===== config.mk =====
export PLATFORM = sky130hd
export DESIGN_NAME = muldiv_sequencer
export DESIGN_NICKNAME = d
export VERILOG_FILES = /design/src/rtl/muldiv_sequencer.sv
export SDC_FILE = /design/constraint.sdc
export NUM_CORES = 1
export LEC_CHECK = 0
export ABC_AREA = 1
export ABC_CLOCK_PERIOD_IN_PS = 3800
export CAP_MARGIN = 10
export CORE_ASPECT_RATIO = 1.75
export CORE_MARGIN = 3
export CORE_UTILIZATION = 60
export CTS_CLUSTER_DIAMETER = 60
export DETAILED_ROUTE_END_ITERATION = 10
export GPL_TIMING_DRIVEN = 0
export PLACE_DENSITY = 0.87
export SLEW_MARGIN = 0
export SYNTH_ARGS = -nofsm -noshare
export SYNTH_HDL_FRONTEND = slang
export SYNTH_SLANG_ARGS = --single-unit

===== constraint.sdc =====
create_clock -name clk -period 3.8 [get_ports clk]
set_input_delay 0.76 -clock clk [delete_from_list [all_inputs] [get_ports clk]]
set_output_delay 0.76 -clock clk [all_outputs]
set_load 0.05 [all_outputs]

===== src/rtl/muldiv_sequencer.sv =====
// muldiv_sequencer: iterative one-bit-per-cycle multiply/divide unit that stalls EX until its result is ready.
// Optional feature macro: MULDIV_DIV_EN (divide datapath); when undefined, divides complete at once with unimp.
module muldiv_sequencer #(
  parameter int WIDTH = 32
) (
  input  logic             clk,
  input  logic             R,
  input  logic             start,
  input  logic [1:0]       op,
  input  logic             set_cc,
  input  logic             flush,
  input  logic [WIDTH-1:0] a,
  input  logic [WIDTH-1:0] b,
  input  logic [WIDTH-1:0] y_in,
  output logic             stall,
  output logic             busy,
  output logic             done,
  output logic [WIDTH-1:0] result,
  output logic [WIDTH-1:0] y_out,
  output logic             y_we,
  output logic             we_psr,
  output logic             Z,
  output logic             N,
  output logic             V,
  output logic             C,
  output logic             div_zero,
  output logic             unimp,
  output logic [2:0]       dbg_state
);

  localparam int CW = $clog2(WIDTH);
  localparam logic [WIDTH-1:0] MIN_NEG  = {1'b1, {(WIDTH-1){1'b0}}};
  localparam logic [WIDTH-1:0] MAX_POS  = ~MIN_NEG;
  localparam logic [CW-1:0]    CNT_LOAD = CW'(WIDTH - 1);

  typedef enum logic [2:0] {
    S_IDLE = 3'd0,
    S_PREP = 3'd1,
    S_ITER = 3'd2,
    S_FIX  = 3'd3,
    S_DONE = 3'd4
  } state_e;

  state_e             state_q, state_d;
  logic [CW-1:0]      cnt_q, cnt_d;
  logic [1:0]         op_q, op_d;
  logic               cc_q, cc_d;
  logic [WIDTH-1:0]   a_q, a_d;
  logic [WIDTH-1:0]   b_q, b_d;
  logic               neg_q, neg_d;
  logic [2*WIDTH-1:0] acc_q, acc_d;

  logic               done_q, done_d;
  logic [WIDTH-1:0]   result_q, result_d;
  logic [WIDTH-1:0]   y_out_q, y_out_d;
  logic               y_we_q, y_we_d;
  logic               we_psr_q, we_psr_d;
  logic               z_q, z_d;
  logic               n_q, n_d;
  logic               v_q, v_d;
  logic               div_zero_q, div_zero_d;
  logic               unimp_q, unimp_d;

  // Valid/ready contract: start is taken only in IDLE with flush low; stall holds the
  // pipeline from that accept cycle until DONE, where the result is offered for one cycle.
  assign stall = R & (((state_q == S_IDLE) & start & ~flush) |
                      (state_q == S_PREP) | (state_q == S_ITER) | (state_q == S_FIX));
  assign busy      = (state_q != S_IDLE);
  assign done      = done_q;
  assign result    = result_q;
  assign y_out     = y_out_q;
  assign y_we      = y_we_q;
  assign we_psr    = we_psr_q;
  assign Z         = z_q;
  assign N         = n_q;
  assign V         = v_q;
  assign C         = 1'b0;
  assign div_zero  = div_zero_q;
  assign unimp     = unimp_q;
  assign dbg_state = state_q;

  logic               a_neg, b_neg;
  logic [WIDTH-1:0]   a_mag, b_mag;
  logic [WIDTH:0]     add_sum;
  logic [2*WIDTH-1:0] mul_next, prod;

  // op[0] marks the signed variant for both multiply and divide.
  always_comb begin
    a_neg    = op_q[0] & a_q[WIDTH-1];
    b_neg    = op_q[0] & b_q[WIDTH-1];
    a_mag    = a_neg ? -a_q : a_q;
    b_mag    = b_neg ? -b_q : b_q;
    add_sum  = {1'b0, acc_q[2*WIDTH-1:WIDTH]} + (acc_q[0] ? {1'b0, b_q} : '0);
    mul_next = {add_sum, acc_q[WIDTH-1:1]};
    prod     = neg_q ? -acc_q : acc_q;
  end

`ifdef MULDIV_DIV_EN
  logic [WIDTH-1:0]   y_q, y_d;
  logic               ovf_q, ovf_d;
  logic               dvd_neg;
  logic [2*WIDTH-1:0] dvd_raw, dvd_mag, div_next;
  logic [WIDTH:0]     rem_sh, rem_sub;
  logic               q_bit, sdiv_sat, div_v;
  logic [WIDTH-1:0]   q_mag, div_res;

  // Restoring division: acc holds {remainder, dividend low / quotient bits}.
  always_comb begin
    dvd_raw  = {y_q, a_q};
    dvd_neg  = op_q[0] & y_q[WIDTH-1];
    dvd_mag  = dvd_neg ? -dvd_raw : dvd_raw;
    rem_sh   = {acc_q[2*WIDTH-1:WIDTH], acc_q[WIDTH-1]};
    rem_sub  = rem_sh - {1'b0, b_q};
    q_bit    = ~rem_sub[WIDTH];
    div_next = {(q_bit ? rem_sub[WIDTH-1:0] : rem_sh[WIDTH-1:0]), acc_q[WIDTH-2:0], q_bit};
    q_mag    = acc_q[WIDTH-1:0];
    sdiv_sat = ovf_q | (~neg_q & q_mag[WIDTH-1]) | (neg_q & (q_mag > MIN_NEG));
    div_v    = op_q[0] ? sdiv_sat : ovf_q;
    if (!op_q[0])      div_res = ovf_q ? '1 : q_mag;
    else if (sdiv_sat) div_res = neg_q ? MIN_NEG : MAX_POS;
    else               div_res = neg_q ? -q_mag : q_mag;
  end
`else
  logic unused_div;
  assign unused_div = ^{y_in, op_q[1]};
`endif

  always_comb begin
    state_d    = state_q;
    cnt_d      = cnt_q;
    op_d       = op_q;
    cc_d       = cc_q;
    a_d        = a_q;
    b_d        = b_q;
    neg_d      = neg_q;
    acc_d      = acc_q;
`ifdef MULDIV_DIV_EN
    y_d        = y_q;
    ovf_d      = ovf_q;
`endif
    done_d     = 1'b0;
    result_d   = '0;
    y_out_d    = '0;
    y_we_d     = 1'b0;
    we_psr_d   = 1'b0;
    z_d        = 1'b0;
    n_d        = 1'b0;
    v_d        = 1'b0;
    div_zero_d = 1'b0;
    unimp_d    = 1'b0;

    if (flush && state_q != S_IDLE) begin
      state_d = S_IDLE;
      cnt_d   = '0;
    end else begin
      case (state_q)
        S_IDLE: begin
          if (start && !flush) begin
            op_d = op;
            cc_d = set_cc;
            a_d  = a;
            b_d  = b;
`ifdef MULDIV_DIV_EN
            y_d  = y_in;
            if (op[1] && b == '0) begin
              state_d    = S_DONE;
              done_d     = 1'b1;
              div_zero_d = 1'b1;
            end else begin
              state_d = S_PREP;
            end
`else
            if (op[1]) begin
              state_d = S_DONE;
              done_d  = 1'b1;
              unimp_d = 1'b1;
            end else begin
              state_d = S_PREP;
            end
`endif
          end
        end
        S_PREP: begin
          b_d     = b_mag;
          cnt_d   = CNT_LOAD;
          state_d = S_ITER;
`ifdef MULDIV_DIV_EN
          if (op_q[1]) begin
            acc_d = dvd_mag;
            neg_d = dvd_neg ^ b_neg;
            ovf_d = (dvd_mag[2*WIDTH-1:WIDTH] >= b_mag);
          end else begin
            acc_d = {{WIDTH{1'b0}}, a_mag};
            neg_d = a_neg ^ b_neg;
            ovf_d = 1'b0;
          end
`else
          acc_d = {{WIDTH{1'b0}}, a_mag};
          neg_d = a_neg ^ b_neg;
`endif
        end
        S_ITER: begin
`ifdef MULDIV_DIV_EN
          acc_d = op_q[1] ? div_next : mul_next;
`else
          acc_d = mul_next;
`endif
          if (cnt_q == '0) state_d = S_FIX;
          else             cnt_d   = cnt_q - 1'b1;
        end
        S_FIX: begin
          state_d  = S_DONE;
          done_d   = 1'b1;
          we_psr_d = cc_q;
`ifdef MULDIV_DIV_EN
          if (op_q[1]) begin
            result_d = div_res;
            v_d      = div_v;
          end else begin
            result_d = prod[WIDTH-1:0];
            y_out_d  = prod[2*WIDTH-1:WIDTH];
            y_we_d   = 1'b1;
          end
`else
          result_d = prod[WIDTH-1:0];
          y_out_d  = prod[2*WIDTH-1:WIDTH];
          y_we_d   = 1'b1;
`endif
          z_d = (result_d == '0);
          n_d = result_d[WIDTH-1];
        end
        S_DONE: begin
          state_d = S_IDLE;
        end
        default: begin
          state_d = S_IDLE;
          cnt_d   = '0;
        end
      endcase
    end
  end

  always_ff @(posedge clk) begin
    if (!R) begin
      state_q    <= S_IDLE;
      cnt_q      <= '0;
      op_q       <= '0;
      cc_q       <= 1'b0;
      a_q        <= '0;
      b_q        <= '0;
      neg_q      <= 1'b0;
      acc_q      <= '0;
`ifdef MULDIV_DIV_EN
      y_q        <= '0;
      ovf_q      <= 1'b0;
`endif
      done_q     <= 1'b0;
      result_q   <= '0;
      y_out_q    <= '0;
      y_we_q     <= 1'b0;
      we_psr_q   <= 1'b0;
      z_q        <= 1'b0;
      n_q        <= 1'b0;
      v_q        <= 1'b0;
      div_zero_q <= 1'b0;
      unimp_q    <= 1'b0;
    end else begin
      state_q    <= state_d;
      cnt_q      <= cnt_d;
      op_q       <= op_d;
      cc_q       <= cc_d;
      a_q        <= a_d;
      b_q        <= b_d;
      neg_q      <= neg_d;
      acc_q      <= acc_d;
`ifdef MULDIV_DIV_EN
      y_q        <= y_d;
      ovf_q      <= ovf_d;
`endif
      done_q     <= done_d;
      result_q   <= result_d;
      y_out_q    <= y_out_d;
      y_we_q     <= y_we_d;
      we_psr_q   <= we_psr_d;
      z_q        <= z_d;
      n_q        <= n_d;
      v_q        <= v_d;
      div_zero_q <= div_zero_d;
      unimp_q    <= unimp_d;
    end
  end

endmodule


==> impl_results.rst, run 1 <==
.. list-table::
   :header-rows: 1

   * - Metric
     - Value
   * - Worst slack, placed
     - -0.05751 ns
   * - Crit path launch type
     - input port
   * - Final worst-path cycle share
     - 0.9621
   * - Max transition margin
     - 0.4539
   * - Clock latency of the later-clocked register in the worst-skew pair
     - 0.53 ns
   * - Leading post-synthesis cells by cell area
     - dfxtp_1 (32%), nand2_1 (13%), a21oi_1 (9.1%)
   * - Number of buffers inserted during clock tree synthesis
     - 21
   * - Cts hold-fix bufs
     - 0
   * - Row count
     - 70
   * - Cell internal pwr
     - 4.268 mW
   * - Largest area contributor in the synthesized netlist
     - dfxtp_1
   * - Share of total power consumed by net switching
     - 0.3478
   * - Via count of the first global-routing pass
     - 15040
   * - Number of nets in the final layout
     - 2346
   * - TritonCTS clock tree
     - yes
   * - Total number of H-tree levels
     - 1
   * - Final critical-path setup slack
     - 0.1438 ns
   * - Power per cell area
     - approximately 420 nW/um2
   * - Measured slew at the worst slew-check pin
     - approximately 0.82 ns
   * - First-pass detailed-route iteration total
     - 9
   * - Share of flip-flops with an asynchronous set or reset
     - 0
   * - Global placer's final weighted congestion
     - 1.025
   * - Initial antenna violation count
     - 0
   * - Status
     - completed
   * - Proportion of synthesized chip area in sequential cells
     - 0.3205
   * - LEAKAGE
     - 6.874 nW
   * - Worst Path Max Fanout
     - 10
   * - Sum Neg Setup Slack
     - 0 ns
   * - Synthesized instance count
     - 2034
   * - Fraction of final layout cells sized beyond drive strength 1
     - 0.06360
   * - Final max-slew violation count
     - 0
   * - Combinational power share
     - 0.267
   * - R2R depth
     - 14
   * - Die span in y
     - 200.7 um
   * - PortBufs
     - 145
   * - HPWL Detailed
     - 37440 um
   * - Total net switching power
     - ~2.3 mW
   * - Synth Area per Inst
     - 6.388 um2
   * - Share of total power in the clock network
     - 0.359
   * - Data arrival time of the critical path
     - 2.90 ns
   * - Clock sink count
     - 208
   * - Leading register cell type out of synthesis
     - dfxtp_1
   * - Die area
     - 23530 um2
   * - Starting utilization of the core area
     - 0.6155
   * - Cells resized by post-CTS repair
     - 1
   * - Highest-count cells in the layout ignoring fill and taps
     - nand2_1 (443), nor2_1 (244), a21oi_1 (237)
   * - Synthesis-to-layout area growth
     - 19.86%
   * - Total routing usage reported by global routing
     - 0.4034
   * - Final-report setup violation count
     - 0
   * - Post-synth EDFFs
     - 0
   * - Final worst path period need
     - 3.656 ns
   * - Final hold slack
     - 0.4617 ns
   * - Count of synthesis-stage warnings from yosys
     - 0
   * - Count of boundary I/O pins
     - between 150 and 200
   * - Sequential share of power
     - 0.374
   * - Post-Synthesis Cell Area
     - 12990 um2
   * - Post-synth top area share
     - 0.3205
   * - DR DRC count
     - 0
   * - First-pass GRT wire length
     - 74600 um
   * - Number of buffers inserted to repair setup after CTS
     - 0
   * - Wire length after detailed routing
     - 48410 um
   * - Core area
     - 21110 um2
   * - Required time worst endpoint
     - 3.04 ns
   * - Antenna Cells
     - 0
   * - Largest net degree at the start of global routing
     - 17
   * - Width of the die
     - 117.2 um
   * - Sum of internal, switching and leakage power
     - 6.543 mW
   * - Via-to-Cell Ratio
     - slightly above 6
   * - Clock transition at the register clock pins on the worst setup and hold paths after CTS
     - around 0.07 ns
   * - 1st-iter DRT viols
     - roughly 1400
   * - Largest vdd supply drop
     - around 0.43 mV
   * - Per-cell routed wire length
     - between 15 and 20 um
   * - Unrepaired setup endpoints after global routing
     - false
   * - Hold depth
     - 2
   * - Number of different library cells in the post-synthesis netlist
     - between 50 and 60
   * - Clock Skew
     - 0.02059 ns
   * - Gr ovfl total
     - 0
   * - Class of the most critical hold timing path
     - register to register
   * - Highest achievable clock rate
     - 273.5 MHz
   * - Post-DRT Antenna Nets
     - 0
   * - MaxCap Viol Count
     - 0
   * - CTS Root Buffer Type
     - clkbuf_16
   * - Via count
     - 15190
   * - Final hold violations
     - 0
   * - Worst setup EP type
     - output port
   * - Number of synthesized register bits
     - 208
   * - Maximum clock insertion buffer count
     - 3
   * - Category of the most critical setup path
     - input port to output port
   * - Most common cell after layout, fill and taps aside
     - nand2_1
## per-stage QoR
step | util | cells | cell area (um2)
finish | 0.7378 | 2505 | 15570
floorplan | - | 2036 | 13000
global placement | 0.7017 | 2469 | 14810
global route | 0.7378 | 2505 | 15570
detailed placement | 0.7017 | 2469 | 14810
CTS | 0.7378 | 2505 | 15570
## worst max-delay path, cell delays in order
cell and delay, ns:
clkdlybuf4s50_1 0.62, clkinv_1 0.24, clkbuf_1 0.38, a211oi_1 0.33, dlygate4sd2_1 0.57
## sequential cells by signal (all words and copies together) (netlist names), 3 cells and up
signal	flops
acc_q	64
a_q	32
b_q	32
result	32
y_out	32
cnt_q	5
dbg_state	3
## routing by layer
layer	vias up	GRT usage	share of wire
met5	-	0	0
met1	6875	0.3886	0.32
met3	345	0.06968	0.069
met2	891	0.6931	0.50
li1	7082	-	-
met4	0	0.3768	0.12
## synth_stat cells (3+ instances only)
cell and n:
a31oi_1 8, buf_2 33, xnor2_1 5, o211ai_1 8, or2_2 14, nor2_2 19
nand2_2 12, inv_2 5, o21ai_1 7, a21o_1 6, nand4_1 30, a22oi_1 14
nor4_1 6, nand3_2 3, a21boi_0 7, clkbuf_1 39, inv_1 218, nand2_1 443
nor3_1 29, nand3b_1 11, nor2_1 244, xor2_1 21, dfxtp_1 208, a21oi_1 237
nand3_1 147, a21oi_2 5, o21ai_0 153, o21a_1 6, o21bai_1 3, a221oi_1 13
buf_4 4, a211oi_1 7, ha_1 38, a21boi_1 3
## power by group through the flow
stage	Clock (mW)	Combinational (mW)	Sequential, mW
3_5_place_dp	0	1.67	2.48
6_report	2.35	1.75	2.45
5_1_grt	2.43	1.92	2.45
2_1_floorplan	0	1.20	2.44
3_3_place_gp	0	1.65	2.48
4_1_cts	2.34	1.70	2.44
## cell families (layout without fill, tap and decap cells)
group,after synthesis,in the layout,synth area share
xor gates and xnor gates,26,26,0.01753
DFF,208,208,0.3205
adders and majority gates,39,39,0.03814
and+or+nand+nor,972,972,0.3254
buffers and inverters,303,484,0.09187
AOI/OAI and AO/OA,485,485,0.2063
other,1,3,0.0002886
## cell type report
class | count | area, um2
clock buffer | 26 | 574.3
timing repair buffer | 145 | 1450
sequential | 208 | 4164
tap | 288 | 360.3
multi-input combinational | 1525 | 7642
fill | 1749 | 5535
inverter | 225 | 844.6
clock inverter | 10 | 187.7
buffer | 78 | 349.1
## final timing paths
kind,from,to,slack [ns]
setup / recovery,R,stall,0.14
hold / removal,cc_q$_SDFFE_PN0P_,we_psr$_SDFF_PP0_,0.46
setup reg to reg,acc_q[0]$_SDFFE_PN0P_,acc_q[61]$_SDFFE_PN0P_,0.92
hold reg to reg,cc_q$_SDFFE_PN0P_,we_psr$_SDFF_PP0_,0.46
(Power assumes the default switching activity.)
==> run 2, diff against run 1 <==
- CTS_CLUSTER_DIAMETER: 60 -> 120
==> run 2 against run 1 <==
  * Clock-buffer cell count unchanged
  * Flip-flop and latch count unchanged
  * Non-clock buffer count unchanged
  * Power up 0.14%
  * First-iteration DRC count up 3.6%
  * Via count up 0.24%
  * Sequential share of layout area unchanged
  * Sequential power about the same
  * Largest power group unchanged
==> impl_results.rst, run 2 (same netlist as run 1, synthesis figures left out) <==
.. list-table::
   :header-rows: 1

   * - Metric
     - Value
   * - Status
     - completed
   * - Maximum clock insertion buffer count
     - 3 (unchanged)
   * - Die area
     - 23530 um2 (unchanged)
   * - Worst Path Max Fanout
     - 10 (unchanged)
   * - LEAKAGE
     - 6.874 nW (unchanged)
   * - Final critical-path setup slack
     - 0.1413 ns (-0.002500 ns)
   * - Unrepaired setup endpoints after global routing
     - false
   * - PortBufs
     - 145 (unchanged)
   * - Core area
     - 21110 um2 (unchanged)
   * - Combinational power share
     - 0.267 (about the same)
   * - Clock transition at the register clock pins on the worst setup and hold paths after CTS
     - 0.07 ns (about the same)
   * - Per-cell routed wire length
     - 19.32 um (about the same)
   * - Gr ovfl total
     - 0 (unchanged)
   * - Share of total power consumed by net switching
     - 0.3487 (+0.0008769)
   * - Total routing usage reported by global routing
     - 0.4034 (unchanged)
   * - Largest vdd supply drop
     - 0.4299 mV (about the same)
   * - Wire length after detailed routing
     - 48390 um (about the same)
   * - Class of the most critical hold timing path
     - register to register
   * - DR DRC count
     - 0 (unchanged)
   * - Largest net degree at the start of global routing
     - 17 (unchanged)
   * - Cell internal pwr
     - 4.268 mW (about the same)
   * - Area of all placed cells without fillers
     - 15570 um2 (unchanged)
   * - Via count of the first global-routing pass
     - 15040 (unchanged)
   * - Via count
     - 15230 (+0.24%)
   * - Share of total power in the clock network
     - 0.360 (about the same)
   * - Highest achievable clock rate
     - 273.3 MHz (about the same)
   * - Sum Neg Setup Slack
     - 0 ns (unchanged)
   * - Width of the die
     - 117.2 um (unchanged)
   * - Final hold violations
     - 0 (unchanged)
   * - Fraction of final layout cells sized beyond drive strength 1
     - 0.06360 (unchanged)
   * - Number of buffers inserted to repair setup after CTS
     - 0 (unchanged)
   * - Final worst path period need
     - 3.659 ns (+0.002500 ns)
   * - Via-to-Cell Ratio
     - 6.080 (+0.24%)
   * - HPWL Detailed
     - 37440 um (unchanged)
   * - Placed instance area
     - 14810 um2 (unchanged)
   * - TritonCTS clock tree
     - yes
   * - Final max-slew violation count
     - 0 (unchanged)
   * - Post-Route Utilization
     - 0.7378 (unchanged)
   * - Clock sink count
     - 208 (unchanged)
   * - Synthesis-to-layout area growth
     - 19.86% (unchanged)
   * - Measured slew at the worst slew-check pin
     - 0.8260 ns (+0.006838 ns)
   * - Max transition margin
     - 0.4493 (-0.004559)
   * - 1st-iter DRT viols
     - 1484 (+3.6%)
   * - Starting utilization of the core area
     - 0.6155 (unchanged)
   * - Final-report setup violation count
     - 0 (unchanged)
   * - Antenna Cells
     - 0 (unchanged)
   * - Total number of H-tree levels
     - 1 (unchanged)
   * - Crit path launch type
     - input port
   * - First-pass GRT wire length
     - 74600 um (unchanged)
   * - Number of flip-flops in the largest register
     - 64 (unchanged)
   * - Worst slack, placed
     - -0.05751 ns (unchanged)
   * - Global placer's final weighted congestion
     - 1.025 (unchanged)
   * - Initial antenna violation count
     - 0 (unchanged)
   * - Number of nets in the final layout
     - 2346 (unchanged)
   * - CTS Root Buffer Type
     - clkbuf_16
   * - Clock Skew
     - 0.02727 ns (+0.006673 ns)
   * - Row count
     - 70 (unchanged)
   * - Die span in y
     - 200.7 um (unchanged)
   * - Reg with most FFs
     - acc_q
   * - Count of boundary I/O pins
     - 181 (unchanged)
   * - Highest-count cells in the layout ignoring fill and taps
     - nand2_1 (443), nor2_1 (244), a21oi_1 (237)
   * - Required time worst endpoint
     - 3.04 ns (about the same)
   * - Final worst-path cycle share
     - 0.9628 (about the same)
   * - First-pass detailed-route iteration total
     - 8 (-1)
   * - Sequential share of power
     - 0.374 (about the same)
   * - Post-DRT Antenna Nets
     - 0 (unchanged)
   * - Total net switching power
     - 2.284 mW (+0.39%)
   * - Most common cell after layout, fill and taps aside
     - nand2_1
   * - Power per cell area
     - 420.7 nW/um2 (+0.14%)
   * - MaxCap Viol Count
     - 0 (unchanged)
   * - Clock latency of the later-clocked register in the worst-skew pair
     - 0.54 ns (about the same)
   * - Category of the most critical setup path
     - input port to output port
   * - Worst setup EP type
     - output port
   * - Data arrival time of the critical path
     - 2.90 ns (about the same)
   * - Number of buffers inserted during clock tree synthesis
     - 21 (unchanged)
[run 2: cell counts in the layout (fill, tap and decap cells not counted)]
Identical to the previous run, type by type.
[run 2: worst max-delay path, cell delays in order]
cell             delay [ns]
clkdlybuf4s50_1        0.61
clkinv_1               0.23
clkbuf_1               0.39
a211oi_1               0.33
dlygate4sd2_1          0.57
[run 2: metrics by stage]
stage | power [mW] | cells | hold slack [ns]
finish | 6.552 | 2505 | 0.4596
global route | 6.806 | 2505 | 0.4862
detailed placement | 4.158 | 2469 | 0.4455
CTS | 6.474 | 2505 | 0.4561
global placement | 4.127 | 2469 | 0.4276
floorplan | 3.643 | 2036 | 0.4160
[run 2: what timing repair did]
| item | CTS | global route |
|---|---|---|
| hold buffers | 0 | 0 |
| resized for setup | 1 | 0 |
| setup endpoints to repair | 1 | 0 |
[run 2: layer usage]
layer	track usage	up-vias	part of all wire
li1	-	7073	-
met1	0.3886	6953	0.31
met2	0.6931	848	0.50
met3	0.06968	356	0.069
met4	0.3768	0	0.12
met5	0	-	0
[run 2: power groups by stage]
stage	sequential [mW]	combinational (mW)	clock (mW)
2_1_floorplan	2.44	1.20	0
3_3_place_gp	2.48	1.65	0
3_5_place_dp	2.48	1.67	0
4_1_cts	2.44	1.70	2.34
5_1_grt	2.45	1.92	2.43
6_report	2.45	1.75	2.36
[run 2: layout make-up]
cell class,instances,area (um2)
Buffer,78,349.1
Clock inverter,10,187.7
Fill cell,1749,5535
Multi-Input combinational cell,1525,7642
Clock buffer,26,574.3
Timing Repair Buffer,145,1450
Sequential cell,208,4164
Tap cell,288,360.3
Inverter,225,844.6
[run 2: final timing paths]
path | slack (ns) | depth (start not counted) | endpoint | startpoint
setup / recovery | 0.14 | 5 | stall | R
hold / removal | 0.46 | 2 | we_psr$_SDFF_PP0_ | cc_q$_SDFFE_PN0P_
setup reg to reg | 0.92 | 14 | acc_q[61]$_SDFFE_PN0P_ | acc_q[0]$_SDFFE_PN0P_
hold reg to reg | 0.46 | 2 | we_psr$_SDFF_PP0_ | cc_q$_SDFFE_PN0P_
